## config.mk

```make
export PLATFORM = sky130hd
export DESIGN_NAME = n_bit_restoring_divider
export DESIGN_NICKNAME = d
export VERILOG_FILES = /design/src/rtl/div_pkg.sv /design/src/rtl/n_bit_pg_subtractor.sv /design/src/rtl/n_bit_restoring_divider.sv
export SDC_FILE = /design/constraint.sdc
export NUM_CORES = 1
export LEC_CHECK = 0
export BUFFER_PORTS_ARGS = -buffer_cell sky130_fd_sc_hd__buf_4
export CAP_MARGIN = 30
export CORE_ASPECT_RATIO = 0.75
export CORE_MARGIN = 2
export CORE_UTILIZATION = 54
export CTS_CLUSTER_DIAMETER = 150
export DETAILED_ROUTE_END_ITERATION = 16
export PLACE_DENSITY = 0.78
export SYNTH_ARGS = -nofsm -noshare
export SYNTH_HDL_FRONTEND = slang
export SYNTH_HIERARCHICAL = 1
export SYNTH_SLANG_ARGS = --single-unit
```

## constraint.sdc

```tcl
create_clock -name clk -period 3.85 [get_ports clk]
set_input_delay 0.5775 -clock clk [delete_from_list [all_inputs] [get_ports clk]]
set_output_delay 0.5775 -clock clk [all_outputs]
set_load 0.05 [all_outputs]
```

## src/rtl/div_pkg.sv

```systemverilog
// Shared definitions for the iterative restoring divider and its subtractor.
package div_pkg;

   // Default operand width of the divider.
   localparam int DIV_N = 32;

   // Divider control states.
   typedef enum logic [1:0] {
      IDLE = 2'd0,
      BUSY = 2'd1,
      DONE = 2'd2
   } state_t;

   // Bits needed for an iteration counter that runs from n-1 down to 0,
   // i.e. ceil(log2 n), never less than one bit.
   function automatic int cnt_width(input int n);
      return (n <= 2) ? 1 : $clog2(n);
   endfunction

endpackage

```

## src/rtl/n_bit_pg_subtractor.sv

```systemverilog
// Combinational W-bit subtractor: diff = a + ~b + 1, built on a Kogge-Stone
// parallel-prefix carry network. borrow is the inverted carry out, so it is
// high exactly when a < b (unsigned).
module n_bit_pg_subtractor #(
   parameter int W = 33
) (
   input  logic [W:1] a,
   input  logic [W:1] b,
   output logic [W:1] diff,
   output logic       borrow
);

   // Enough doubling levels to span all W bits plus the carry-in slot.
   localparam int LEVELS = $clog2(W + 1);

   // Slot 0 holds the constant carry-in of 1 as a pure generate; slots 1..W
   // hold the per-bit generate/propagate of a + ~b.
   logic [W:0] g_bit;
   logic [W:0] p_bit;
   logic [W:0] g_grp;

   // Bitwise PG cells.
   always_comb begin
      g_bit = {a & ~b, 1'b1};
      p_bit = {a ^ ~b, 1'b0};
   end

   // Prefix tree: at level l every node combines with the node 2**l below it.
   // Nodes whose span already reaches slot 0 only need the generate term
   // (gray cell); the rest also merge propagate (black cell).
   always_comb begin : prefix_tree
      logic [W:0] g_cur;
      logic [W:0] p_cur;
      logic [W:0] g_new;
      logic [W:0] p_new;
      g_cur = g_bit;
      p_cur = p_bit;
      g_new = '0;
      p_new = '0;
      for (int l = 0; l < LEVELS; l++) begin
         g_new = g_cur;
         p_new = p_cur;
         for (int i = 0; i <= W; i++) begin
            if (i >= (1 << l)) begin
               g_new[i] = g_cur[i] | (p_cur[i] & g_cur[i - (1 << l)]);
               if (i >= (2 << l)) begin
                  p_new[i] = p_cur[i] & p_cur[i - (1 << l)];
               end
            end
         end
         g_cur = g_new;
         p_cur = p_new;
      end
      g_grp = g_cur;
   end

   // g_grp[k] is the carry out of bit k (carry into bit k+1).
   assign diff   = p_bit[W:1] ^ g_grp[W-1:0];
   assign borrow = ~g_grp[W];

endmodule

```

## src/rtl/n_bit_restoring_divider.sv

```systemverilog
// Iterative unsigned N-bit restoring divider, one trial subtraction per cycle.
//
// Handshake: an operation is accepted on a rising edge where start = 1 and
// ready = 1 (ready is high exactly in IDLE); operands are sampled only then.
// done pulses for one cycle when quotient/remainder (and div_by_zero) are
// updated; those outputs hold until the next completion. start is ignored
// whenever ready = 0.
module n_bit_restoring_divider
   import div_pkg::*;
#(
   parameter int N = DIV_N
) (
   input  logic       clk,
   input  logic       rst_n,
   input  logic       start,
   input  logic [N:1] dividend,
   input  logic [N:1] divisor,
   output logic       ready,
   output logic       done,
   output logic [N:1] quotient,
   output logic [N:1] remainder,
   output logic       div_by_zero
);

   localparam int CW = cnt_width(N);

   state_t          state;
   state_t          state_nxt;

   // R and D carry one extra bit so the shifted partial remainder never overflows.
   logic [N:0]      r_q;
   logic [N:0]      d_q;
   logic [N-1:0]    q_q;
   logic [CW-1:0]   cnt_q;

   logic [N:0]      trial;
   logic [N:0]      diff;
   logic            borrow;
   logic [N:0]      r_nxt;
   logic [N-1:0]    q_nxt;

   logic            accept;
   logic            zero_div;
   logic            last_iter;

   assign accept    = start && (state == IDLE);
   assign zero_div  = (divisor == '0);
   assign last_iter = (cnt_q == '0);

   assign ready = (state == IDLE);
   assign done  = (state == DONE);

   // Shift the next dividend bit into the partial remainder for this trial.
   assign trial = {r_q[N-1:0], q_q[N-1]};

   n_bit_pg_subtractor #(
      .W (N + 1)
   ) u_sub (
      .a      (trial),
      .b      (d_q),
      .diff   (diff),
      .borrow (borrow)
   );

   // Restore on a failed trial, otherwise keep the difference; quotient bit is ~borrow.
   always_comb begin
      r_nxt = borrow ? trial : diff;
      q_nxt = {q_q[N-2:0], ~borrow};
   end

   // FSM state register.
   always_ff @(posedge clk or negedge rst_n) begin
      if (!rst_n) begin
         state <= IDLE;
      end else begin
         state <= state_nxt;
      end
   end

   // FSM next-state logic; a zero divisor skips the iterations entirely.
   always_comb begin
      state_nxt = state;
      case (state)
         IDLE: begin
            if (start) begin
               state_nxt = zero_div ? DONE : BUSY;
            end
         end
         BUSY: begin
            if (last_iter) begin
               state_nxt = DONE;
            end
         end
         DONE:    state_nxt = IDLE;
         default: state_nxt = IDLE;
      endcase
   end

   // Datapath: load on accept, iterate while busy, publish results on the last step.
   always_ff @(posedge clk or negedge rst_n) begin
      if (!rst_n) begin
         r_q         <= '0;
         d_q         <= '0;
         q_q         <= '0;
         cnt_q       <= '0;
         quotient    <= '0;
         remainder   <= '0;
         div_by_zero <= 1'b0;
      end else if (accept) begin
         d_q         <= {1'b0, divisor};
         q_q         <= dividend;
         r_q         <= '0;
         cnt_q       <= CW'(N - 1);
         div_by_zero <= 1'b0;
         if (zero_div) begin
            quotient    <= '1;
            remainder   <= dividend;
            div_by_zero <= 1'b1;
         end
      end else if (state == BUSY) begin
         r_q   <= r_nxt;
         q_q   <= q_nxt;
         cnt_q <= cnt_q - CW'(1);
         if (last_iter) begin
            quotient  <= q_nxt;
            remainder <= r_nxt[N-1:0];
         end
      end
   end

endmodule
```

* After elaboration in Yosys (flattened, before gate mapping)
Index checks and enable logic that the tools add are counted.
Storage, ports and cells: bits in registers 168, output and inout port bits 67, logic and storage cells 414
Operators by class: $add $sub $neg 1, equality and inequality tests 5, muxes and demuxes 20, bitwise operators 372, reductions and logical operators 8
Operator list (count):
- 32-bit two-way mux | 13
- 1-bit AND | 233
- 1-bit OR | 135
- 33-bit AND | 1
- 32-bit NOT with 33-bit output | 1
- 33-bit XOR | 1
- 32-bit logical NOT | 1
- 32-bit XOR | 1
- 5-bit two-way mux | 2
- 2-bit two-way mux | 3
- 5-bit logical NOT | 1
- 5-bit by 1-bit subtractor with 5-bit output, second input constant | 1
- 2-bit != test, second input constant | 2
- 2-bit case mux with 2 select lines | 1
- 2-bit nonzero test | 2
- 3-bit AND reduction | 1
- 2-bit by 1-bit equality test with 1-bit output, second input constant | 1
- 2-bit equality test, second input constant | 1
- 2-bit logical NOT | 1
- 2-bit by 1-bit != test with 1-bit output, second input constant | 1
- 2-bit AND reduction | 1
- 1-bit logical AND | 1
- 1-bit two-way mux | 1

* Longest topological paths before layout
word-level depth 17, gate-level depth with buffers 15, mapped depth without buffers 12

* Cells and area by module
Netlist, hierarchy kept.
Modules (own cells, without submodules):
- n_bit_restoring_divider | times used 1, cells each 676, area each 7175.6 µm²
- n_bit_pg_subtractor | times used 1, cells each 310, area each 1993.2 µm²

* Least setup slack after synthesis
OpenSTA, ideal clock, no wires.
path kind register -> register, from reg r_q[3], to reg remainder[24] (netlist name), setup time 127 ps, arrival time 3149 ps, required time 3723 ps, path slack 574 ps, cell stages (with the launch flop) 14, path buffers 2, path through dfrtp_1 ha_1 a21o_1 a211o_1 o221ai_1 a31oi_1 a21oi_2 nor3_1 a211oi_1 clkbuf_1 buf_2 mux2i_1 o21ai_0 mux2_1
Between the ends: longest elaborated chain between the ends 15
Ends and longest elaborated chain:
- start, declared | line n_bit_restoring_divider.sv:31 | logic [N:0] r_q;
- start signal, assigned | line n_bit_restoring_divider.sv:121 | r_q <= r_nxt;
- 33-bit XOR | line n_bit_pg_subtractor.sv:25 | p_bit = {a ^ ~b, 1'b0};
- 1-bit AND (on tied branches) | line n_bit_pg_subtractor.sv:45, n_bit_pg_subtractor.sv:47
- 1-bit OR / 1-bit AND (equally long branches) | line n_bit_pg_subtractor.sv:45 | g_new[i] = g_cur[i] | (p_cur[i] & g_cur[i - (1 << l)]);
- 1-bit OR | line n_bit_pg_subtractor.sv:45
- 1-bit AND | line n_bit_pg_subtractor.sv:45
- 1-bit OR | line n_bit_pg_subtractor.sv:45
- 1-bit AND | line n_bit_pg_subtractor.sv:45
- 1-bit OR | line n_bit_pg_subtractor.sv:45
- 1-bit AND | line n_bit_pg_subtractor.sv:45
- 1-bit OR (2 in a row) | line n_bit_pg_subtractor.sv:45
- 32-bit two-way mux * | line n_bit_restoring_divider.sv:67 | r_nxt = borrow ? trial : diff;
- 32-bit two-way mux * | line n_bit_restoring_divider.sv:124 | if (last_iter) begin
- 32-bit two-way mux * | line n_bit_restoring_divider.sv:120 | end else if (state == BUSY) begin
- 32-bit two-way mux * | line n_bit_restoring_divider.sv:109 | end else if (accept) begin
- end signal, assigned | line n_bit_restoring_divider.sv:117 | remainder <= dividend;
- end signal, assigned | line n_bit_restoring_divider.sv:126 | remainder <= r_nxt[N-1:0];
- end, declared | line n_bit_restoring_divider.sv:21 | output logic [N:1] remainder,
Mark *: on every way between the ends. The rest lies on a longest branch, timed or not. The select of a mux whose other input is x is not followed. A chain may end at the register's enable or synchronous reset.

* Worst setup path after layout
from reg r_q[3], to reg remainder[25] (netlist name)
Same word-level chain as after synthesis.

==> impl_metrics.toml <==
[routing]
wl_per_cell_um = 18.3
via_count = 7632
drc = 0
drtPass1Iterations = 5
wirelength_mm = 23.9
viasPerCell = 5.83
ant_nets = 0
first_iter_violations = 599

[cells_and_area]
fin_util_pct = 64.7
layout.nets = 1184
drive_above_1_share_pct = 19.6
antennaDiodeCount = 0
fillerInstances = 1330
synthToLayoutAreaGrowth_pct = 18.6
seqCellArea_sq_mm = 0.00420
multiInputGateArea_sq_mm = 0.00446

[critical_path]
crit_fanout = 34
worstPathArrival_ps = 3910
crit_type = "register to register"
endpoint_kind = "register"
start_kind = "register"
required_ps = 4170

[cts]
clk_path_buf_depth = 2
ctsHoldBuffers = 0
cts-htree-levels = 4
cts-resized-gates = 0
postCtsSetupBuffers = 0
clkLatencyLatePin_ps = 430
clock-sinks = 168
clk_pin_slew_ps = 70
tritoncts = "built"
cts_made_buffers = 17
root_buffer = "clkbuf_16"

[place]
io_buffers = 133
place_worst_setup_slack_ps = 368
gp_congestion = 0.889
dpl.hpwl_mm = 17.2

[status]
status = "complete, no violations"

[synthesis]
synth_area_sq_mm = 0.00909
synth.avg_cell_area_sq_um = 9.34
synth_cells = 974
yosysWarnings = 6
synth_nets = 1076

[grt]
grt_max_degree = 71
grt_pass1_wl_mm = 38.7
grt_pass1_vias = 7478
grt.total_usage_pct = 27.8
grt-ovfl-total = 0
antenna_found_initial = 0

[sta]
hold_viol = 0
timing.fmax_ghz = 0.278
worst_slack_ps = 258
fin_worst_skew_ps = 12.3
worstMarginPinSlew_ps = 781
setup_tns_ps = 0
period_share_pct = 93.3
slew_headroom_pct = 48.0
rsz0062_at_grt = "no"
finalSetupViolCount = 0
report.final.slew_viol_count = 0
period_minus_slack_ps = 3590

[floorplanning]
die_w_um = 154
coreArea_sq_mm = 0.0167
die_h_um = 116
fp-row-count = 41
start_util_pct = 54.6
ios = 134
design.die.area_sq_mm = 0.0179

[run]
cap_violations = 0

[min_path]
hp-class = "input port to asynchronous set/reset pin"
## worst max-delay path, cell delays in order, from the launching register on
cell,delay [ps]
dfrtp_1,400
ha_1,350
a21o_1,190
a211o_1,280
o221ai_1,230
a31oi_1,230
a21oi_2,350
nor3_1,150
a211oi_4,270
buf_12,290
mux2i_1,300
o21ai_0,110
mux2_1,300
## area by class of cell
| type | instances | area share [%] |
|---|---|---|
| flip-flops and latches | 168 | 39.0 |
| repair buffers | 145 | 10.4 |
| clock buffers | 17 | 3.95 |
| well taps | 215 | 2.49 |
| clock inverters | 15 | 1.46 |
| inverters | 41 | 1.43 |
| multi-input cells | 709 | 41.3 |
## registers in the layout (all words and copies together) (netlist names)
signal and count:
cnt_q 5, d_q 32, div_by_zero 1, q_q 32, quotient 32, r_q 32
remainder 32, state 2
## layer usage
metal  wire length, um  global-route usage (%)  share of wire (%)  up-vias
met5                 0                       0                  0        -
met4               611                    9.47                2.6        0
met3              1270                    5.94                5.3       45
met2             11500                    46.2                 48      246
met1             10600                    36.9                 44     3742
li1                  -                       -                  -     3599
## path summary, 6_finish.rpt
path                       cells after the start                   endpoint                start  slack (ps)
setup / recovery                              12  remainder[25]$_DFFE_PN0P_   r_q[3]$_DFFE_PN0P_         260
hold / removal                                 1   quotient[12]$_DFFE_PN0P_                rst_n         150
setup reg to reg                              12  remainder[25]$_DFFE_PN0P_   r_q[3]$_DFFE_PN0P_         260
hold reg to reg                                2        d_q[21]$_DFFE_PN0N_  d_q[21]$_DFFE_PN0N_         480
max in group asynchronous                      2        d_q[24]$_DFFE_PN0N_                rst_n        2710
min in group clk                               3        d_q[22]$_DFFE_PN0N_          divisor[23]         350
## metrics by stage
stage	hold WS, ps	area, sq um	cells
after CTS	176	10800	1310
after global routing	201	10800	1310
final	149	10800	1310
after global placement	460	10200	1278
after detailed placement	462	10200	1278
after floorplan	282	9090	974
## cell usage in the layout, fill, tap and decap left out, types with 20 or more instances in the layout
| cell type | count |
|---|---|
| a211oi_1 | 37 |
| a21oi_1 | 31 |
| buf_4 | 142 |
| dfrtp_1 | 168 |
| ha_1 | 35 |
| inv_1 | 41 |
| mux2_4 | 20 |
| mux2i_1 | 32 |
| nand2_1 | 228 |
| nand3_1 | 40 |
| nor2_1 | 64 |
| o21ai_0 | 47 |
| o22a_1 | 31 |
| xnor2_1 | 20 |
Power is left out: the tool's default activity adds up to more than one toggle a clock period on the data nets, which glitch-free logic cannot reach.
